`src/rtl/point_extract_pkg.sv`:
```
// point_extract_pkg: image geometry defaults, FSM encodings and the edge test shared by the extractor.
package point_extract_pkg;
  localparam int IMG_WIDTH  = 320;
  localparam int IMG_HEIGHT = 240;
  localparam int IMG_XW     = $clog2(IMG_WIDTH);
  localparam int IMG_YW     = $clog2(IMG_HEIGHT);
  localparam logic [1:0] ST_WAIT_FRAME = 2'd0;
  localparam logic [1:0] ST_RUN        = 2'd1;
  localparam logic [1:0] ST_DROP       = 2'd2;
  function automatic logic is_edge(input logic [7:0] pix, input logic [7:0] thr);
    return pix >= thr;
  endfunction
endpackage

```
`src/rtl/point_fifo.sv`:
```
// point_fifo: first-word fall-through FIFO; head entry is driven straight from storage.
module point_fifo #(
  parameter int DATA_W = 17,
  parameter int DEPTH  = 16
) (
  input  logic              clk,
  input  logic              rst_n,
  input  logic              push,
  input  logic [DATA_W-1:0] din,
  input  logic              pop,
  output logic [DATA_W-1:0] dout,
  output logic              empty,
  output logic              full
);
  localparam int AW = $clog2(DEPTH);
  logic [AW:0] wr_q, wr_d, rd_q, rd_d;
  logic [DATA_W-1:0] mem_q [DEPTH];
  logic [DATA_W-1:0] mem_d [DEPTH];
  logic push_ok, pop_ok;
  assign empty   = wr_q == rd_q;
  assign full    = (wr_q[AW] != rd_q[AW]) && (wr_q[AW-1:0] == rd_q[AW-1:0]);
  assign push_ok = push && !full;
  assign pop_ok  = pop && !empty;
  assign dout    = mem_q[rd_q[AW-1:0]];
  always_comb begin
    mem_d = mem_q;
    if (push_ok) mem_d[wr_q[AW-1:0]] = din;
    wr_d = wr_q + {{AW{1'b0}}, push_ok};
    rd_d = rd_q + {{AW{1'b0}}, pop_ok};
  end
  always_ff @(posedge clk or negedge rst_n) begin
    if (!rst_n) begin
      wr_q <= '0;
      rd_q <= '0;
      for (int i = 0; i < DEPTH; i++) mem_q[i] <= '0;
    end else begin
      wr_q  <= wr_d;
      rd_q  <= rd_d;
      mem_q <= mem_d;
    end
  end
endmodule

```
`src/rtl/point_extract.sv`:
```
// point_extract: tracks raster (x,y), thresholds each pixel and queues edge coordinates for the Hough stage.
module point_extract
  import point_extract_pkg::*;
#(
  parameter int WIDTH  = IMG_WIDTH,
  parameter int HEIGHT = IMG_HEIGHT,
  parameter int XW     = IMG_XW,
  parameter int YW     = IMG_YW,
  parameter int DEPTH  = 16
) (
  input  logic          nReset,
  input  logic          Clk,
  input  logic [7:0]    Pixel,
  input  logic          Frame,
  input  logic          Line,
  input  logic [7:0]    Threshold,
  output logic [XW-1:0] PointX,
  output logic [YW-1:0] PointY,
  output logic          PointValid,
  input  logic          PointReady,
  output logic          FrameStart,
  output logic          Overflow,
  output logic          FmtErr
);
  localparam logic [XW-1:0] X_LAST = XW'(WIDTH - 1);
  localparam logic [YW-1:0] Y_LAST = YW'(HEIGHT - 1);
  logic [1:0] state_q, state_d;
  logic [XW-1:0] x_q, x_d, px;
  logic [YW-1:0] y_q, y_d, py;
  logic [7:0] thr_q, thr_d;
  logic frame_start_q, overflow_q, overflow_d, fmt_err_q, fmt_err_d;
  logic push, full, empty;
  logic [XW+YW-1:0] head;
  // Frame restarts the raster from any state; its own pixel uses the freshly sampled threshold.
  always_comb begin
    state_d    = state_q;
    x_d        = x_q;
    y_d        = y_q;
    thr_d      = thr_q;
    fmt_err_d  = fmt_err_q;
    overflow_d = overflow_q;
    push       = 1'b0;
    px         = x_q;
    py         = y_q;
    if (Frame) begin
      thr_d      = Threshold;
      push       = is_edge(Pixel, Threshold);
      px         = '0;
      py         = '0;
      x_d        = Line ? '0 : XW'(1);
      y_d        = Line ? YW'(1) : '0;
      state_d    = ST_RUN;
      fmt_err_d  = 1'b0;
      overflow_d = 1'b0;
    end else if (state_q == ST_RUN) begin
      push       = is_edge(Pixel, thr_q);
      overflow_d = overflow_q | full;
      if (Line) begin
        x_d       = '0;
        y_d       = (y_q == Y_LAST) ? '0 : y_q + 1'b1;
        state_d   = (y_q == Y_LAST) ? ST_WAIT_FRAME : ST_RUN;
        fmt_err_d = fmt_err_q | (x_q != X_LAST);
      end else if (x_q == X_LAST) begin
        fmt_err_d = 1'b1;
        state_d   = ST_DROP;
      end else begin
        x_d = x_q + 1'b1;
      end
      overflow_d = overflow_q | (push && full);
    end
  end
  always_ff @(posedge Clk or negedge nReset) begin
    if (!nReset) begin
      state_q       <= ST_WAIT_FRAME;
      x_q           <= '0;
      y_q           <= '0;
      thr_q         <= 8'hFF;
      frame_start_q <= 1'b0;
      overflow_q    <= 1'b0;
      fmt_err_q     <= 1'b0;
    end else begin
      state_q       <= state_d;
      x_q           <= x_d;
      y_q           <= y_d;
      thr_q         <= thr_d;
      frame_start_q <= Frame;
      overflow_q    <= overflow_d;
      fmt_err_q     <= fmt_err_d;
    end
  end
  point_fifo #(
    .DATA_W(XW + YW),
    .DEPTH (DEPTH)
  ) u_fifo (
    .clk  (Clk),
    .rst_n(nReset),
    .push (push),
    .din  ({py, px}),
    .pop  (PointReady),
    .dout (head),
    .empty(empty),
    .full (full)
  );
  assign PointX     = head[XW-1:0];
  assign PointY     = head[XW+YW-1:XW];
  assign PointValid = !empty;
  assign FrameStart = frame_start_q;
  assign Overflow   = overflow_q;
  assign FmtErr     = fmt_err_q;
endmodule

```
`config.mk`:
```
export PLATFORM = sky130hd
export DESIGN_NAME = point_extract
export DESIGN_NICKNAME = d
export VERILOG_FILES = /design/src/rtl/point_extract_pkg.sv /design/src/rtl/point_fifo.sv /design/src/rtl/point_extract.sv
export SDC_FILE = /design/constraint.sdc
export NUM_CORES = 1
export LEC_CHECK = 0
export ABC_AREA = 1
export BUFFER_PORTS_ARGS = -buffer_cell sky130_fd_sc_hd__clkbuf_2
export CAP_MARGIN = 20
export CORE_MARGIN = 2
export CORE_UTILIZATION = 35
export CTS_BUF_LIST = sky130_fd_sc_hd__clkbuf_4
export DETAILED_ROUTE_END_ITERATION = 10
export SLEW_MARGIN = 15
export SYNTH_ARGS = -nofsm -noshare
export SYNTH_HDL_FRONTEND = slang
export SYNTH_SLANG_ARGS = --single-unit
```
`constraint.sdc`:
```
create_clock -name Clk -period 2.1 [get_ports Clk]
set_input_delay 0.105 -clock Clk [delete_from_list [all_inputs] [get_ports Clk]]
set_output_delay 0.105 -clock Clk [all_outputs]
set_load 0.02 [all_outputs]
```
After elaboration in Yosys (flattened, before gate mapping)
Cells that the tools add are included.
W data, S select, Z words.
{"block": "word_totals", "ff_bits": 312, "in_bits": 21, "output_inout_bits": 21, "wordCells": 90}
{"block": "classes", "add_sub_neg": 4, "order_cmp": 5, "eq_ne": 8, "muxes": 31, "bitwise_logic": 4, "reduce_logical": 13}
{"cell": "$bwmux W272", "n": 1}
{"cell": "$bmux W17 S4", "n": 1}
{"cell": "$demux W17 S4", "n": 1}
{"cell": "$mux W17", "n": 3}
{"cell": "$mux W9", "n": 5}
{"cell": "$mux W8", "n": 5}
{"cell": "$ge A8 B8 Y1", "n": 2}
{"cell": "$mux W1", "n": 11}
{"cell": "$add A5 B1 Y5", "n": 2}
{"cell": "$ge A5 B5 Y1 const B", "n": 2}
{"cell": "$not A4 Y5", "n": 2}
{"cell": "$add A9 B1 Y9 const B", "n": 1}
{"cell": "$eq A9 B9 Y1 const B", "n": 1}
{"cell": "$ne A9 B9 Y1 const B", "n": 1}
{"cell": "$add A8 B1 Y8 const B", "n": 1}
{"cell": "$eq A8 B8 Y1 const B", "n": 1}
{"cell": "$mux W2", "n": 4}
{"cell": "$reduce_and A2 Y1", "n": 3}
{"cell": "$eq A5 B5 Y1", "n": 1}
{"cell": "$logic_and A1 B1 Y1", "n": 5}
{"cell": "$lt A5 B1 Y1 const B", "n": 1}
{"cell": "$eq A4 B4 Y1", "n": 1}
{"cell": "$reduce_bool A2 Y1", "n": 2}
{"cell": "$ne A3 B3 Y1 const B", "n": 1}
{"cell": "5 further kinds", "n": 7}

Logic depth before layout (Yosys ltp)
{"block": "logic_depth", "ltp_word": 6, "depth_mapped": 17, "depth_no_buf": 16}

Cells and area by module
From an unflattened synthesis, not the netlist that was laid out.
{"block": "hier_totals", "cells_unflattened": 2184, "area_unflattened_um2": 16744.8}
{"module": "point_fifo", "instances": 1, "cells_each": 1896, "area_per_inst_um2": 14637.8, "seq_area_each_um2": 7056.8}
{"module": "point_extract", "instances": 1, "cells_each": 288, "area_per_inst_um2": 2107.0, "seq_area_each_um2": 760.7}

Least setup slack after synthesis
Ideal clock, no wire load.
{"block": "synth_timing", "path_type": "reg-to-reg", "startpoint": "register thr_q[7]", "endpoint": "register u_fifo.wr_q[4]", "setup_time_ns": 0.080, "arrival_ns": 2.229, "required_time_ns": 2.020, "setup_slack_ns": -0.209, "path_stages_with_launch": 14, "path_buffers": 1, "synth_period_minus_slack_ns": 2.309, "cell_sequence": "dfstp_2 inv_1 ha_1 a21o_1 nor2_1 nand3_1 nand2_1 nand2_4 buf_4 and2_1 ha_1 ha_1 nand3_1 xnor2_1"}
{"block": "synth_between", "elab_chain_cells": 5}
{"item": "from (decl)", "line_no": "point_extract.sv:30", "source": "logic [7:0] thr_q, thr_d;"}
{"item": "from (signal assigned)", "line_no": "point_extract.sv:85", "source": "thr_q <= thr_d;"}
{"item": "$ge A8 B8 Y1", "line_no": "point_extract_pkg.sv:11", "source": "return pix >= thr;"}
{"item": "$mux W1", "line_no": "point_extract.sv:55", "source": "end else if (state_q == ST_RUN) begin"}
{"item": "$mux W1", "line_no": "point_extract.sv:45", "source": "if (Frame) begin"}
{"item": "$logic_and A1 B1 Y1", "line_no": "point_fifo.sv:22", "source": "assign push_ok = push && !full;"}
{"item": "$add A5 B1 Y5", "line_no": "point_fifo.sv:28", "source": "wr_d = wr_q + {{AW{1'b0}}, push_ok};"}
{"item": "named net u_fifo.wr_d[4]", "line_no": "point_fifo.sv:16", "source": "logic [AW:0] wr_q, wr_d, rd_q, rd_d;"}
{"item": "to (signal assigned)", "line_no": "point_fifo.sv:37", "source": "wr_q <= wr_d;"}
{"item": "to (decl)", "line_no": "point_fifo.sv:16"}
The timed path passes the listed nets, and every way through them passes these cells.
A chain may end at the register's enable or synchronous reset.

Final worst setup path
{"block": "layout_timing", "startpoint": "register u_fifo.rd_q[0]", "endpoint": "output port PointX[7]"}
{"block": "layout_between", "elab_chain_cells": 4}
{"item": "from (decl)", "line_no": "point_fifo.sv:16"}
{"item": "from (signal assigned)", "line_no": "point_fifo.sv:38", "source": "rd_q <= rd_d;"}
{"item": "$not A4 Y5 (not written as such)", "line_no": "point_fifo.sv:24", "source": "assign dout = mem_q[rd_q[AW-1:0]];"}
{"item": "$bmux W17 S4", "line_no": "point_fifo.sv:24"}
{"item": "$mux W17 (not written as such) (2 in a row)", "line_no": "point_fifo.sv:24"}
{"item": "to (decl)", "line_no": "point_extract.sv:17", "source": "output logic [XW-1:0] PointX,"}
No other way between the ends. The select of a mux whose other input is x is not followed.

==> metrics.txt <==
status=finished with violations; failing checks=negative setup slack; cells after synthesis=2049; Slew Limit Fails=0; die height=220 um; Die X=220 um; Post-Syn Area=16300 um2; CP max FO=16; Final Cell Area=24700 um2; Crit. Startpoint=u_fifo.rd_q[0]; Vias=18164; wire length per cell=23.2 um; share of cells above drive strength 1=36.8%; HP Start=Line; 1st-iter DRT viols=2269; most frequent cells in the layout=nand2_1, dfrtp_1, nand4_1, nor2_1, nand2_2; vias in the first global route=17250; RSZ-0062 raised after global routing=yes; clock root buffer=clkbuf_4; clk_skew=0.0739 ns; Via density=6.00; CP endpoint kind=primary output; Post-DP HPWL=33.2 mm; Post-Route Utilization=53.3%; CP arrival=2.80 ns; Crit Path Category=reg -> out; Seq cells post-synth=312; relative slew slack=64.7%; Boundary Pins=42; CTS tree=built; R2R depth=13; Placer Congestion=0.854; startpoint type of the worst setup path=register; Synth cell types=35; synth top area cells=dfrtp_1, nand2_1, nand4_1; cell area power density=1290 nW/um2; core footprint=46300 um2; Placed Instances=2690; Total GRT Usage=27.4%; maximum vdd drop=0.818 mV; NumNets Final=2403; syn avg cell area=7.97 um2; GRT overflow=0; Worst Hold Class=in -> reg; DRC=0; H-Tree Depth=3; Reg2Reg Setup Slack=-0.44 ns; Hold Path Depth=3; initial antenna violation count=2; Reg clk slew, reported paths=0.06 ns; leading cell type in the layout, fill and taps excluded=nand2_1; Core Rows=79; worst-margin pin slew=0.527 ns; Synthesis Warnings=0; Initial Utilization=35.3%; reg2reg end=u_fifo.mem_q[198]; CP Data Required Time=2.00 ns; worst min-delay path endpoint=x_q[0]; share of the yosys chip area belonging to registers=47.9%; RR Startpoint=u_fifo.rd_q[0]; Filler cells=3960; first-pass GRT wire length=102 mm; Multi-input gate area=8990 um2; pin count of the biggest net entering global routing=65; Final Hold Viols=0; post-synth top area share=46.6%; fin crit period=2.91 ns; die area=48400 um2; Clk Latency, worst-skew pair=0.84 ns; DP Worst Slack=-0.153 ns; routed wire length=70.4 mm; drt pass-1 iters=6; clk buf depth=3; Finished Layout Cells=3029; register area=7830 um2; Max Clk Rate=0.344 GHz; area delta synth->final=51.1%; leakage power=12.1 nW; maxcap violations=0; syn nets=2092; Yosys top cell by area=dfrtp_1; setup violators final=298; final worst setup slack=-0.809 ns; CTS sink cnt=312; Cell Area, Placed=18000 um2; I/O Buffers=41; Antenna Nets Post-Route=0; fin crit share=139%; Inserted Clock Buffers=85
-- cell families after synthesis --
kind of cell	count (synthesis)	share of synthesized area, %
flip-flops	312	47.9
buffers and inverters	227	7.40
AND/OR/NAND/NOR	1255	34.2
AO/OA/AOI/OAI	220	8.13
XOR/XNOR	13	0.697
adder cells (fa/ha/maj)	22	1.69
-- routing by layer --
layer  track usage (%)  vias to the layer above  wire [um]
li1                  -                     7710          -
met1              35.4                     8883      26400
met2              41.8                     1252      31400
met3              6.97                      317       8000
met4              15.4                        2       4520
met5                 0                        -         13
-- cell type report --
type	count	share of cell area (%)
Inverter	58	0.933
Multi-Input combinational cell	1510	36.4
Clock buffer	135	4.11
Sequential cell	312	31.7
Tap cell	607	3.08
Antenna cell	1	0.0101
Timing Repair Buffer	393	23.3
Clock inverter	13	0.421
-- worst max-delay path, cell delays in order, from the launching register on --
cell and delay, ns:
dfrtp_4 0.55, buf_8 0.17, buf_12 0.12, buf_16 0.14, o21ai_0 0.09, o211ai_1 0.35
nand3_2 0.29, nand3_2 0.14, clkbuf_8 0.15
-- flip-flops by register name (all words and copies together), names as in the netlist --
| name | count |
|---|---|
| thr_q | 8 |
| state_q | 2 |
| u_fifo.wr_q | 5 |
| u_fifo.rd_q | 5 |
| x_q | 9 |
| FrameStart | 1 |
| Overflow | 1 |
| u_fifo.mem_q | 272 |
| y_q | 8 |
| FmtErr | 1 |
-- timing repair --
item,4_1_cts,5_1_grt
endpoints found under the setup margin,293,300
pin swaps,138,216
endpoints found under the hold margin,341,0
gates resized for setup,401,371
setup buffers,71,35
gates cloned,65,22
hold buffers,30,0
-- synthesized netlist by cell type --
| master | n |
|---|---|
| buf_4 | 17 |
| a21oi_1 | 15 |
| o211ai_1 | 34 |
| o21a_1 | 1 |
| nand4_1 | 276 |
| nand2_4 | 1 |
| or2_2 | 1 |
| inv_1 | 53 |
| o32ai_1 | 34 |
| dfrtp_1 | 304 |
| buf_6 | 33 |
| buf_2 | 36 |
| a211oi_1 | 1 |
| nor4_1 | 1 |
| dfstp_2 | 8 |
| xor2_1 | 6 |
| a21o_1 | 1 |
| xnor2_1 | 7 |
| nor2_1 | 256 |
| o31ai_1 | 1 |
| o21ai_0 | 130 |
| nand3b_1 | 1 |
| buf_1 | 7 |
| and2_1 | 1 |
| o22ai_1 | 3 |
| ha_1 | 22 |
| or2_1 | 1 |
| nand2_1 | 651 |
| clkinv_1 | 3 |
| clkbuf_1 | 76 |
| nor3_1 | 8 |
| nand2b_1 | 1 |
| nand3_1 | 41 |
| nand3_2 | 16 |
| inv_2 | 2 |
-- where the power goes --
part           switching (mW)  internal (mW)  total, mW
sequential              0.625           6.71       7.33
combinational            10.1           8.59       18.6
clock                    2.76           3.13       5.90
-- per-stage QoR --
| step | setup TNS (ns) | hold slack [ns] | power, mW |
|---|---|---|---|
| 6_report | -99.29 | 0.133 | 31.9 |
| 3_5_place_dp | -31.47 | 0.0687 | 17.8 |
| 3_3_place_gp | -27.96 | 0.0645 | 17.7 |
| 4_1_cts | -81.78 | 0.105 | 29.1 |
| 2_1_floorplan | -0.137 | -0.191 | 13.6 |
| 5_1_grt | -122.97 | 0.135 | 32.9 |
-- how the worst max path moves through the flow --
stage / end / slack [ns] / cells after the start
final: PointX[7] / -0.81 / 8
after global routing: PointX[7] / -0.79 / 8
after CTS: PointX[7] / -0.68 / 9
after detailed placement: u_fifo.mem_q[114] / -0.15 / 13
after global placement: u_fifo.mem_q[177] / -0.14 / 13
after floorplan: u_fifo.wr_q[4] / -0.09 / 14
No activity file was read; power rests on OpenSTA's default activity.
